### config.mk
export PLATFORM = sky130hd
export DESIGN_NAME = bus_uart_device
export DESIGN_NICKNAME = d
export VERILOG_FILES = /design/src/rtl/bus_uart_device_pkg.sv /design/src/rtl/bus_uart_device_baud_timer.sv /design/src/rtl/bus_uart_device.sv
export SDC_FILE = /design/constraint.sdc
export NUM_CORES = 1
export LEC_CHECK = 0
export CAP_MARGIN = 20
export CORE_MARGIN = 2
export CORE_UTILIZATION = 45
export DETAILED_ROUTE_END_ITERATION = 6
export GPL_ROUTABILITY_DRIVEN = 1
export GPL_TIMING_DRIVEN = 0
export SLEW_MARGIN = 20
export SYNTH_ARGS = -nofsm -noshare
export SYNTH_HDL_FRONTEND = slang
export SYNTH_SLANG_ARGS = --single-unit
### constraint.sdc
create_clock -name clk -period 4.6 [get_ports clk]
set_input_delay 0.92 -clock clk [delete_from_list [all_inputs] [get_ports clk]]
set_output_delay 0.92 -clock clk [all_outputs]
set_load 0.02 [all_outputs]
### src/rtl/bus_uart_device_pkg.sv
// Shared ECLair device definitions for the serial console: device window
// match value, register offsets, STATUS bit positions, frame FSM encodings
// and the half-bit helper used by the receive start-bit wait.
package bus_uart_device_pkg;

  localparam int unsigned DIV_W     = 16;
  localparam int unsigned BIT_CNT_W = 3;

  // bus_addr[23:20] value that selects this device
  localparam logic [3:0] DEV_MATCH = 4'b0111;

  localparam logic [1:0] REG_DATA   = 2'd0;
  localparam logic [1:0] REG_STATUS = 2'd1;
  localparam logic [1:0] REG_DIV_LO = 2'd2;
  localparam logic [1:0] REG_DIV_HI = 2'd3;

  localparam int unsigned ST_RX_VALID  = 0;
  localparam int unsigned ST_THR_EMPTY = 1;
  localparam int unsigned ST_TX_BUSY   = 2;
  localparam int unsigned ST_OVERRUN   = 3;
  localparam int unsigned ST_FRAME_ERR = 4;

  // Shared by the TX and RX frame FSMs
  typedef enum logic [1:0] {
    FR_IDLE  = 2'd0,
    FR_START = 2'd1,
    FR_DATA  = 2'd2,
    FR_STOP  = 2'd3
  } frame_state_e;

  // Counter preload that yields a tick after (div+1)>>1 clk (minimum 1 clk)
  function automatic logic [DIV_W-1:0] half_period(input logic [DIV_W-1:0] div);
    logic [DIV_W:0] p;
    p = ({1'b0, div} + (DIV_W+1)'(1)) >> 1;
    half_period = (p == '0) ? '0 : DIV_W'(p - (DIV_W+1)'(1));
  endfunction

endpackage

### src/rtl/bus_uart_device_baud_timer.sv
// Bit timer: loadable down-counter that ticks when it reaches zero and then
// reloads itself from div, so a new divisor is picked up at the next bit
// boundary.
// Ports: clk, reset (async, active-high), div (reload value), load (preload
// div), load_half (preload half a bit period), run (count enable),
// tick_c (combinational: last clk of the current bit).
module bus_uart_device_baud_timer
  import bus_uart_device_pkg::*;
(
  input  logic             clk,
  input  logic             reset,
  input  logic [DIV_W-1:0] div,
  input  logic             load,
  input  logic             load_half,
  input  logic             run,
  output logic             tick_c
);

  logic [DIV_W-1:0] cnt;

  // Counter: preload, or count down and auto-reload at zero while running
  always_ff @(posedge clk or posedge reset) begin
    if (reset) begin
      cnt <= '0;
    end else if (load) begin
      cnt <= div;
    end else if (load_half) begin
      cnt <= half_period(div);
    end else if (run) begin
      if (cnt == '0) cnt <= div;
      else           cnt <= cnt - DIV_W'(1);
    end
  end

  assign tick_c = run & (cnt == '0);

endmodule

### src/rtl/bus_uart_device.sv
// Memory-mapped 8N1 serial console on the ECLair bus.
// Ports: clk, reset (async, active-high); _cs/addr/rd/wr/data_in bus
// responder inputs; data_out/data_oe combinational read data and tristate
// enable; txd serial out (idle high); rxd serial in (asynchronous);
// irq = rx_valid | overrun | frame_err.
module bus_uart_device
  import bus_uart_device_pkg::*;
#(
  parameter logic [15:0] DIV_RESET = 16'd26
) (
  input  logic       clk,
  input  logic       reset,
  input  logic       _cs,
  input  logic [1:0] addr,
  input  logic       rd,
  input  logic       wr,
  input  logic [7:0] data_in,
  output logic [7:0] data_out,
  output logic       data_oe,
  output logic       txd,
  input  logic       rxd,
  output logic       irq
);

  logic [DIV_W-1:0] div;
  logic [7:0]       thr, rbr, status_c;
  logic             thr_full, rx_valid, overrun, frame_err;
  logic             rx_valid_d, overrun_d, frame_err_d;
  logic [7:0]       rbr_d;

  logic rd_act_c, wr_act_c, wr_prev, wr_pulse_c, rd_data_q, pop_c, thr_wr_c;

  // Bus strobes: one write per assertion, RBR pop after a DATA read ends
  assign rd_act_c   = ~_cs & rd;
  assign wr_act_c   = ~_cs & wr;
  assign wr_pulse_c = wr_act_c & ~wr_prev;
  assign pop_c      = rd_data_q & ~(rd_act_c & (addr == REG_DATA));

  always_ff @(posedge clk or posedge reset) begin
    if (reset) begin
      wr_prev   <= 1'b0;
      rd_data_q <= 1'b0;
    end else begin
      wr_prev   <= wr_act_c;
      rd_data_q <= rd_act_c & (addr == REG_DATA);
    end
  end

  // TX frame FSM signals
  frame_state_e         tx_state, tx_state_d;
  logic [BIT_CNT_W-1:0] tx_bit, tx_bit_d;
  logic [7:0]           tx_shift, tx_shift_d;
  logic                 txd_d, tx_xfer_c, tx_load_c, tx_tick_c, tx_run_c;

  // RX frame FSM signals
  frame_state_e         rx_state, rx_state_d;
  logic [BIT_CNT_W-1:0] rx_bit, rx_bit_d;
  logic [7:0]           rx_shift, rx_shift_d;
  logic                 rx_meta, rx_sync, rx_store_c, rx_ferr_c, rx_half_c;
  logic                 rx_tick_c, rx_run_c;

  assign tx_run_c = (tx_state != FR_IDLE);
  assign rx_run_c = (rx_state != FR_IDLE);

  // A write landing on the THR transfer clk refills THR
  assign thr_wr_c = wr_pulse_c & (addr == REG_DATA) & (~thr_full | tx_xfer_c);

  // DIV and THR registers
  always_ff @(posedge clk or posedge reset) begin
    if (reset) begin
      div      <= DIV_RESET;
      thr      <= '0;
      thr_full <= 1'b0;
    end else begin
      if (wr_pulse_c && addr == REG_DIV_LO) div[7:0]  <= data_in;
      if (wr_pulse_c && addr == REG_DIV_HI) div[15:8] <= data_in;
      if (thr_wr_c) thr <= data_in;
      thr_full <= thr_wr_c | (thr_full & ~tx_xfer_c);
    end
  end

  // Read mux
  always_comb begin
    status_c               = '0;
    status_c[ST_RX_VALID]  = rx_valid;
    status_c[ST_THR_EMPTY] = ~thr_full;
    status_c[ST_TX_BUSY]   = tx_run_c;
    status_c[ST_OVERRUN]   = overrun;
    status_c[ST_FRAME_ERR] = frame_err;
  end

  always_comb begin
    data_out = '0;
    if (rd_act_c) begin
      case (addr)
        REG_DATA:   data_out = rbr;
        REG_STATUS: data_out = status_c;
        REG_DIV_LO: data_out = div[7:0];
        default:    data_out = div[15:8];
      endcase
    end
  end

  assign data_oe = rd_act_c;

  bus_uart_device_baud_timer u_tx_timer (
    .clk       (clk),
    .reset     (reset),
    .div       (div),
    .load      (tx_load_c),
    .load_half (1'b0),
    .run       (tx_run_c),
    .tick_c    (tx_tick_c)
  );

  bus_uart_device_baud_timer u_rx_timer (
    .clk       (clk),
    .reset     (reset),
    .div       (div),
    .load      (1'b0),
    .load_half (rx_half_c),
    .run       (rx_run_c),
    .tick_c    (rx_tick_c)
  );

  // TX state register
  always_ff @(posedge clk or posedge reset) begin
    if (reset) begin
      tx_state <= FR_IDLE;
      tx_bit   <= '0;
      tx_shift <= '0;
      txd      <= 1'b1;
    end else begin
      tx_state <= tx_state_d;
      tx_bit   <= tx_bit_d;
      tx_shift <= tx_shift_d;
      txd      <= txd_d;
    end
  end

  // TX next state; STOP chains straight into START when THR is full
  always_comb begin
    tx_state_d = tx_state;
    tx_bit_d   = tx_bit;
    tx_shift_d = tx_shift;
    tx_xfer_c  = 1'b0;
    tx_load_c  = 1'b0;
    case (tx_state)
      FR_IDLE: begin
        if (thr_full) begin
          tx_xfer_c  = 1'b1;
          tx_load_c  = 1'b1;
          tx_shift_d = thr;
          tx_state_d = FR_START;
        end
      end
      FR_START: begin
        if (tx_tick_c) begin
          tx_bit_d   = '0;
          tx_state_d = FR_DATA;
        end
      end
      FR_DATA: begin
        if (tx_tick_c) begin
          tx_shift_d = tx_shift >> 1;
          tx_bit_d   = tx_bit + BIT_CNT_W'(1);
          if (tx_bit == BIT_CNT_W'(7)) tx_state_d = FR_STOP;
        end
      end
      FR_STOP: begin
        if (tx_tick_c) begin
          if (thr_full) begin
            tx_xfer_c  = 1'b1;
            tx_shift_d = thr;
            tx_state_d = FR_START;
          end else begin
            tx_state_d = FR_IDLE;
          end
        end
      end
      default: tx_state_d = FR_IDLE;
    endcase
    // Line level registered from the upcoming state
    case (tx_state_d)
      FR_START: txd_d = 1'b0;
      FR_DATA:  txd_d = tx_shift_d[0];
      default:  txd_d = 1'b1;
    endcase
  end

  // RX synchroniser and state register
  always_ff @(posedge clk or posedge reset) begin
    if (reset) begin
      rx_meta  <= 1'b1;
      rx_sync  <= 1'b1;
      rx_state <= FR_IDLE;
      rx_bit   <= '0;
      rx_shift <= '0;
    end else begin
      rx_meta  <= rxd;
      rx_sync  <= rx_meta;
      rx_state <= rx_state_d;
      rx_bit   <= rx_bit_d;
      rx_shift <= rx_shift_d;
    end
  end

  // RX next state: half-bit wait validates the start bit, then mid-bit samples
  always_comb begin
    rx_state_d = rx_state;
    rx_bit_d   = rx_bit;
    rx_shift_d = rx_shift;
    rx_store_c = 1'b0;
    rx_ferr_c  = 1'b0;
    rx_half_c  = 1'b0;
    case (rx_state)
      FR_IDLE: begin
        if (!rx_sync) begin
          rx_half_c  = 1'b1;
          rx_state_d = FR_START;
        end
      end
      FR_START: begin
        if (rx_tick_c) begin
          rx_bit_d   = '0;
          rx_state_d = rx_sync ? FR_IDLE : FR_DATA;
        end
      end
      FR_DATA: begin
        if (rx_tick_c) begin
          rx_shift_d = {rx_sync, rx_shift[7:1]};
          rx_bit_d   = rx_bit + BIT_CNT_W'(1);
          if (rx_bit == BIT_CNT_W'(7)) rx_state_d = FR_STOP;
        end
      end
      FR_STOP: begin
        if (rx_tick_c) begin
          rx_store_c = rx_sync;
          rx_ferr_c  = ~rx_sync;
          rx_state_d = FR_IDLE;
        end
      end
      default: rx_state_d = FR_IDLE;
    endcase
  end

  // Receive flags; a pop on the store clk is applied before the store
  always_comb begin
    rbr_d       = rbr;
    rx_valid_d  = rx_valid & ~pop_c;
    overrun_d   = overrun;
    frame_err_d = frame_err;
    if (wr_pulse_c && addr == REG_STATUS) begin
      if (data_in[ST_OVERRUN])   overrun_d   = 1'b0;
      if (data_in[ST_FRAME_ERR]) frame_err_d = 1'b0;
    end
    if (rx_store_c) begin
      if (rx_valid_d) begin
        overrun_d = 1'b1;
      end else begin
        rbr_d      = rx_shift;
        rx_valid_d = 1'b1;
      end
    end
    if (rx_ferr_c) frame_err_d = 1'b1;
  end

  always_ff @(posedge clk or posedge reset) begin
    if (reset) begin
      rbr       <= '0;
      rx_valid  <= 1'b0;
      overrun   <= 1'b0;
      frame_err <= 1'b0;
      irq       <= 1'b0;
    end else begin
      rbr       <= rbr_d;
      rx_valid  <= rx_valid_d;
      overrun   <= overrun_d;
      frame_err <= frame_err_d;
      irq       <= rx_valid_d | overrun_d | frame_err_d;
    end
  end

endmodule

==> results.md, run 1 <==
* Rel. slew slack at 46.6%
* Clk pin slew, worst setup/hold paths at 70 ps
* DIE AREA at 0.0152 mm2
* Syn Std Cell Area at 0.00641 mm2
* Clock Path Buffers at 2
* CP bufs+invs at 3
* Place WS at 383 ps
* Fin crit share at 91.1%
* Area share of the largest cell type after synthesis at 36.7%
* Largest area contributor in the netlist: dfrtp_1
* Post-route ant nets at 0
* Worst vdd ir at 0.000287 V
* Die X at 123 um
* Core ar. at 0.0139 mm2
* Syn nets at 706
* Post-synth EDFFs at 0
* Post-DP HPWL at 12,000 um
* Number of global-route vias before repair at 5,252
* CP Cell Sequence: clkdlybuf4s50_1 -> buf_1 -> mux4_2 -> and2_1 -> clkdlybuf4s50_1
* Vias per cell at 6.00
* Ys flop type: dfrtp_1
* Worst hold slack at 364 ps
* Post-synth top cells: dfrtp_1 (94), nor2_1 (62), a21oi_1 (58)
* Pre-Repair DR Iteration Count at 5
* Most common cell in the netlist: dfrtp_1
* Setup violators final at 0
* # clock sinks at 100
* Initial core utilization at 46.2%
* H-tree level count at 3
* Port buffer count at 26
* CP max FO at 10
* Top area cells in the synthesized netlist: dfrtp_1 (37%), mux2_2 (6.3%), a21oi_1 (4.5%), o21ai_0 (3.7%), nor2_1 (3.6%)
* CTS tree: yes
* Critical path launch point type: primary input
* Share of cells above drive strength 1 at 16.6%
* Layout area overhead at 12.6%
* Slack of the critical path at 411 ps
* DIE HEIGHT at 123 um
* Crit-path max cell delay at 580 ps
* Pwr Total at 3.74 mW
* Worst-Margin Slew at 796 ps
* ANT cells at 0
* Nets@finish at 744
* RSZ-0062 raised after global routing: no
* Number of remaining DRC errors at 0
* Vias at 5,385
* # fillers at 1,305
* CTS Hold Bufs at 0
* Maxcap violations at 0
* Clock Root Buffer: clkbuf_16
* Seq/Total Area, Yosys at 39.2%
* Async SR Flop Fraction at 100%
* Power per Cell Area at 518 mW/mm2
* Max Freq at 239 MHz
* YS warnings at 0
* WL final at 16,800 um
* Worst path most repeated cell: clkdlybuf4s50_1
* Initial antenna violation count at 0
* Drt initial violations at 380
* Post-CTS setup buffer count at 0
* Routed length per instance at 18.7 um
* Num CTS Buffers at 9
* Max-slew violations at 0
* Synth Area per Inst at 9.50 um2
* First-pass GRT wire length at 27,800 um
* Setup Crit Path Kind: in2out
* Final min period at 4190 ps
* P_leak at 2.90 nW
* Gr ovfl total at 0
* Post-synthesis cell count at 675
* Hold WC Path Type: reg2reg
* WP data required at 3680 ps
* PostCTS Resize Cnt at 0
* Worst-Skew Late Latency at 350 ps
* Synth cell types at 80
* Critical Path End Type: output pin
* Largest net degree at the start of global routing at 68
* Synthesis-stage register bit count at 100
* Ports at 27
* Worst path top cell family by delay: buffers and inverters
* Slowest-stage cell, CP: mux4_2
* Aggregate negative setup slack at 0 ps
* Status: complete, no violations
* Post-Place Cells at 882
* Final hold vios at 0
* Total GRT Usage at 23.5%
* Clk_skew at 7.10 ps
* Site Rows at 43
* GP Congestion at 0.862
* Arrival time at the worst endpoint at 3270 ps
* Post-Layout Cell Count at 898
power by group:
part / switching, mW / internal [mW] / leakage [nW]
clock network: 0.365 / 0.391 / 0.138
logic: 0.943 / 0.619 / 1.50
registers: 0.279 / 1.14 / 1.27
total: 1.59 / 2.15 / 2.90
through the flow:
step,util [%],instance area (um2)
after detailed placement,49.9,6930
final,52.0,7220
after CTS,52.0,7220
after global routing,52.0,7220
after global placement,49.7,6900
after floorplan,-,6410
sequential cells by signal, summed over array words and instances, names as in the netlist, named ones only:
signal and cells:
irq 1, frame_err 1, tx_state 2, u_tx_timer.cnt 16, tx_shift 8, rx_meta 1
overrun 1, rx_valid 1, rbr 8, thr_full 1, div 16, rx_shift 8
tx_bit 3, rd_data_q 1, wr_prev 1, txd 1, u_rx_timer.cnt 16, rx_bit 3
thr 8, rx_sync 1, rx_state 1
area by class of cell:
cell class              instances  area [um2]  share of cell area, %
multi-input cells             514        3640                   50.4
clock buffers                  10         239                   3.31
flip-flops and latches        100        2510                   34.8
plain buffers                  43         194                   2.69
well taps                     180         225                   3.12
inverters                      18        72.6                   1.01
clock inverters                 6        52.6                  0.728
repair buffers                 27         288                   3.99
layout by cell type (no fill, tap or decap), types with 7 or more instances in the layout:
master / Yosys / layout
dfrtp_1: 94 / 94
nor2_1: 62 / 62
a21oi_1: 58 / 58
nand2_1: 54 / 54
o21ai_0: 47 / 47
mux2_2: 36 / 36
clkbuf_1: 27 / 27
clkdlybuf4s50_1: 0 / 26
nand3_1: 19 / 19
xnor2_1: 19 / 19
nor3_1: 17 / 17
inv_1: 18 / 17
ha_1: 15 / 15
nor4_1: 14 / 14
o31ai_1: 10 / 10
and3_1: 9 / 9
and2_1: 9 / 9
clkbuf_16: 0 / 9
buf_2: 8 / 8
a31oi_1: 8 / 8
o221ai_2: 8 / 8
mux2_4: 8 / 8
xor2_1: 7 / 7
or3_1: 7 / 7
cell families (layout without fill, tap and decap cells):
family,count (synthesis),after routing,share of synthesized area [%]
flops,100,100,39.2
buf+inv,61,104,4.08
compound gates,183,183,19.3
mux,55,55,10.9
fa+ha+maj,15,15,2.93
xor+xnor,26,26,3.55
simple gates,235,235,20.0
path summary, 6_finish.rpt:
kind,from,end,slack [ps],cells after the start
min in group asynchronous,reset,thr[5],910,2
worst max-delay path,addr[0],data_out[2],410,5
max in group asynchronous,reset,rx_sync,3000,3
worst min-delay path,rx_meta,rx_sync,360,0
worst max register to register,div[1],u_rx_timer.cnt[0],1670,10
worst min register to register,rx_meta,rx_sync,360,0
layer usage:
layer,track usage (%),wire length (um),up-vias
li1,-,-,2560
met1,33.5,8080,2676
met2,37.3,7920,129
met3,2.63,520,20
met4,7.81,252,0
met5,0,0,-
Power figures use the tool's default switching activity.
==> run 2: changes to the inputs <==
--- a/config.mk
+++ b/config.mk
@@ -5,6 +5,7 @@
 export SDC_FILE = /design/constraint.sdc
 export NUM_CORES = 1
 export LEC_CHECK = 0
+export ABC_CLOCK_PERIOD_IN_PS = 4600
 export CAP_MARGIN = 20
 export CORE_MARGIN = 2
 export CORE_UTILIZATION = 45
==> results of run 2 <==
The final DEF is identical to that of run 1; final timing and power are the same.
==> run 3: changes to the inputs <==
--- a/config.mk
+++ b/config.mk
@@ -7,12 +7,15 @@
 export LEC_CHECK = 0
 export ABC_CLOCK_PERIOD_IN_PS = 4600
 export CAP_MARGIN = 20
+export CELL_PAD_IN_SITES_DETAIL_PLACEMENT = 0
+export CELL_PAD_IN_SITES_GLOBAL_PLACEMENT = 1
 export CORE_MARGIN = 2
 export CORE_UTILIZATION = 45
 export DETAILED_ROUTE_END_ITERATION = 6
 export GPL_ROUTABILITY_DRIVEN = 1
 export GPL_TIMING_DRIVEN = 0
-export SLEW_MARGIN = 20
+export PLACE_DENSITY_LB_ADDON = 0.1
+export SLEW_MARGIN = 10
 export SYNTH_ARGS = -nofsm -noshare
 export SYNTH_HDL_FRONTEND = slang
 export SYNTH_SLANG_ARGS = --single-unit
==> run 3 against run 2 <==
- via count is 0.22% lower
- total power is 2.0% higher
- first-iteration DRC count is 19% higher
- routed wire length is 3.3% higher
- critical endpoint is now data_out[1]
- largest cell class unchanged
- largest power group unchanged
==> results.md, run 3 (synthesis results as in run 1) <==
* Status: complete, no violations
* WHS Endpoint: rx_sync
* Combinational Power Share at 41.3%
* Max Freq at 238 MHz
* Arrival time at the worst endpoint at 3280 ps
* Proportion of power drawn by the clock network at 21.3%
* Vias at 5,373
* Post-DP Area at 0.00693 mm2
* Site Rows at 43
* Nets@finish at 744
* HP Start: rx_meta
* Commonest non-fill, non-tap cell in the layout: dfrtp_1
* Largest net degree at the start of global routing at 57
* Port buffer count at 26
* Share of cells above drive strength 1 at 16.4%
* Register-to-Register Setup Slack at 1690 ps
* CTS tree: yes
* Clk_skew at 8.51 ps
* Worst-Skew Late Latency at 360 ps
* Power per Cell Area at 527 mW/mm2
* Post-Layout Cell Count at 898
* Place WS at 390 ps
* Total GRT Usage at 24.1%
* Pwr Total at 3.81 mW
* Final hold vios at 0
* Most frequent cells in the layout: dfrtp_1 (94), nor2_1 (62), a21oi_1 (58), nand2_1 (54), o21ai_0 (47)
* Initial core utilization at 46.2%
* Initial antenna violation count at 0
* Maxcap violations at 0
* WP data required at 3680 ps
* Rel. slew slack at 45.5%
* Post-DP HPWL at 12,300 um
* Internal power at 2.20 mW
* Most used routing layer: met2
* Number of global-route vias before repair at 5,275
* Setup violators final at 0
* Gr ovfl total at 0
* Critical Path End Type: output pin
* Vias per cell at 5.98
* WL final at 17,300 um
* Critical path launch point type: primary input
* Ports at 27
* Clock Path Buffers at 2
* Hold WC Path Type: reg2reg
* Multi-input gate area at 0.00364 mm2
* Number of remaining DRC errors at 0
* Slack of the critical path at 401 ps
* RSZ-0062 raised after global routing: no
* # fillers at 1,332
* Met2 Use GR at 37.9%
* Die X at 123 um
* Routed length per instance at 19.3 um
* Layout area overhead at 12.9%
* Met1 usage at 34.0%
* Worst R2R Start: div[1]
* Aggregate negative setup slack at 0 ps
* Max-slew violations at 0
* Num CTS Buffers at 9
* Design Area, Final at 0.00724 mm2
* Register area at 0.00251 mm2
* GP Congestion at 0.903
* Clk pin slew, worst setup/hold paths at 70 ps
* ANT cells at 0
* Worst hold slack at 366 ps
* Pre-Repair DR Iteration Count at 5
* Switch share at 42.4%
* Sequential cell fraction of total power at 37.5%
* Clock Root Buffer: clkbuf_16
* # clock sinks at 100
* Worst-Margin Slew at 813 ps
* Post-CTS setup buffer count at 0
* Post-route ant nets at 0
* Fin crit share at 91.3%
* PostCTS Resize Cnt at 0
* Post-Place Cells at 882
* R2r endpoint: u_rx_timer.cnt[15]
* R2R depth at 10
* DIE HEIGHT at 123 um
* DIE AREA at 0.0152 mm2
* CTS Hold Bufs at 0
* M3 GR Usage at 4.15%
* Largest regs: div (16), u_rx_timer.cnt (16), u_tx_timer.cnt (16)
* Net Sw Power at 1.62 mW
* P_leak at 2.92 nW
* Core Util, Final at 52.1%
* H-tree level count at 3
* First-pass GRT wire length at 28,400 um
* CP max FO at 10
* Worst vdd ir at 0.000254 V
* Drt initial violations at 454
* Hold path cells at 0
* Setup Crit Path Kind: in2out
* Core ar. at 0.0139 mm2
* Final min period at 4200 ps
-- run 3: worst max-delay path, stage by stage --
cell and delay (ps):
clkdlybuf4s50_1 560, buf_1 470, mux4_2 590, and2_1 190, clkdlybuf4s50_1 540
-- run 3: final cells by class --
cell class | count | share of cell area (%)
multi-input cells | 514 | 50.3
flip-flops and latches | 100 | 34.7
repair buffers | 27 | 3.98
clock buffers | 10 | 3.16
well taps | 180 | 3.11
plain buffers | 43 | 2.68
clock inverters | 6 | 1.09
inverters | 18 | 1.00
-- run 3: power groups by stage --
stage          combinational (mW)  clock (mW)  sequential, mW
5_1_grt                      1.75       0.864            1.46
2_1_floorplan                1.18           0            1.36
4_1_cts                      1.57       0.837            1.42
3_5_place_dp                 1.56           0            1.44
6_report                     1.57       0.811            1.43
3_3_place_gp                 1.53           0            1.43
-- run 3: worst max path at each step --
stage	start	end	slack, ps	cells past startpoint
5_1_grt	addr[0]	data_out[1]	280	5
2_1_floorplan	reset	async pin	1070	1
4_1_cts	addr[0]	data_out[1]	390	5
3_3_place_gp	reset	rx_shift[4]	-590	2
3_5_place_dp	addr[0]	data_out[3]	390	5
6_report	addr[0]	data_out[1]	400	5
-- run 3: per-layer routing --
metal,vias up,share of wire [%]
met3,24,3.3
met5,-,0
met1,2666,48
met2,121,47
li1,2562,-
met4,0,1.9
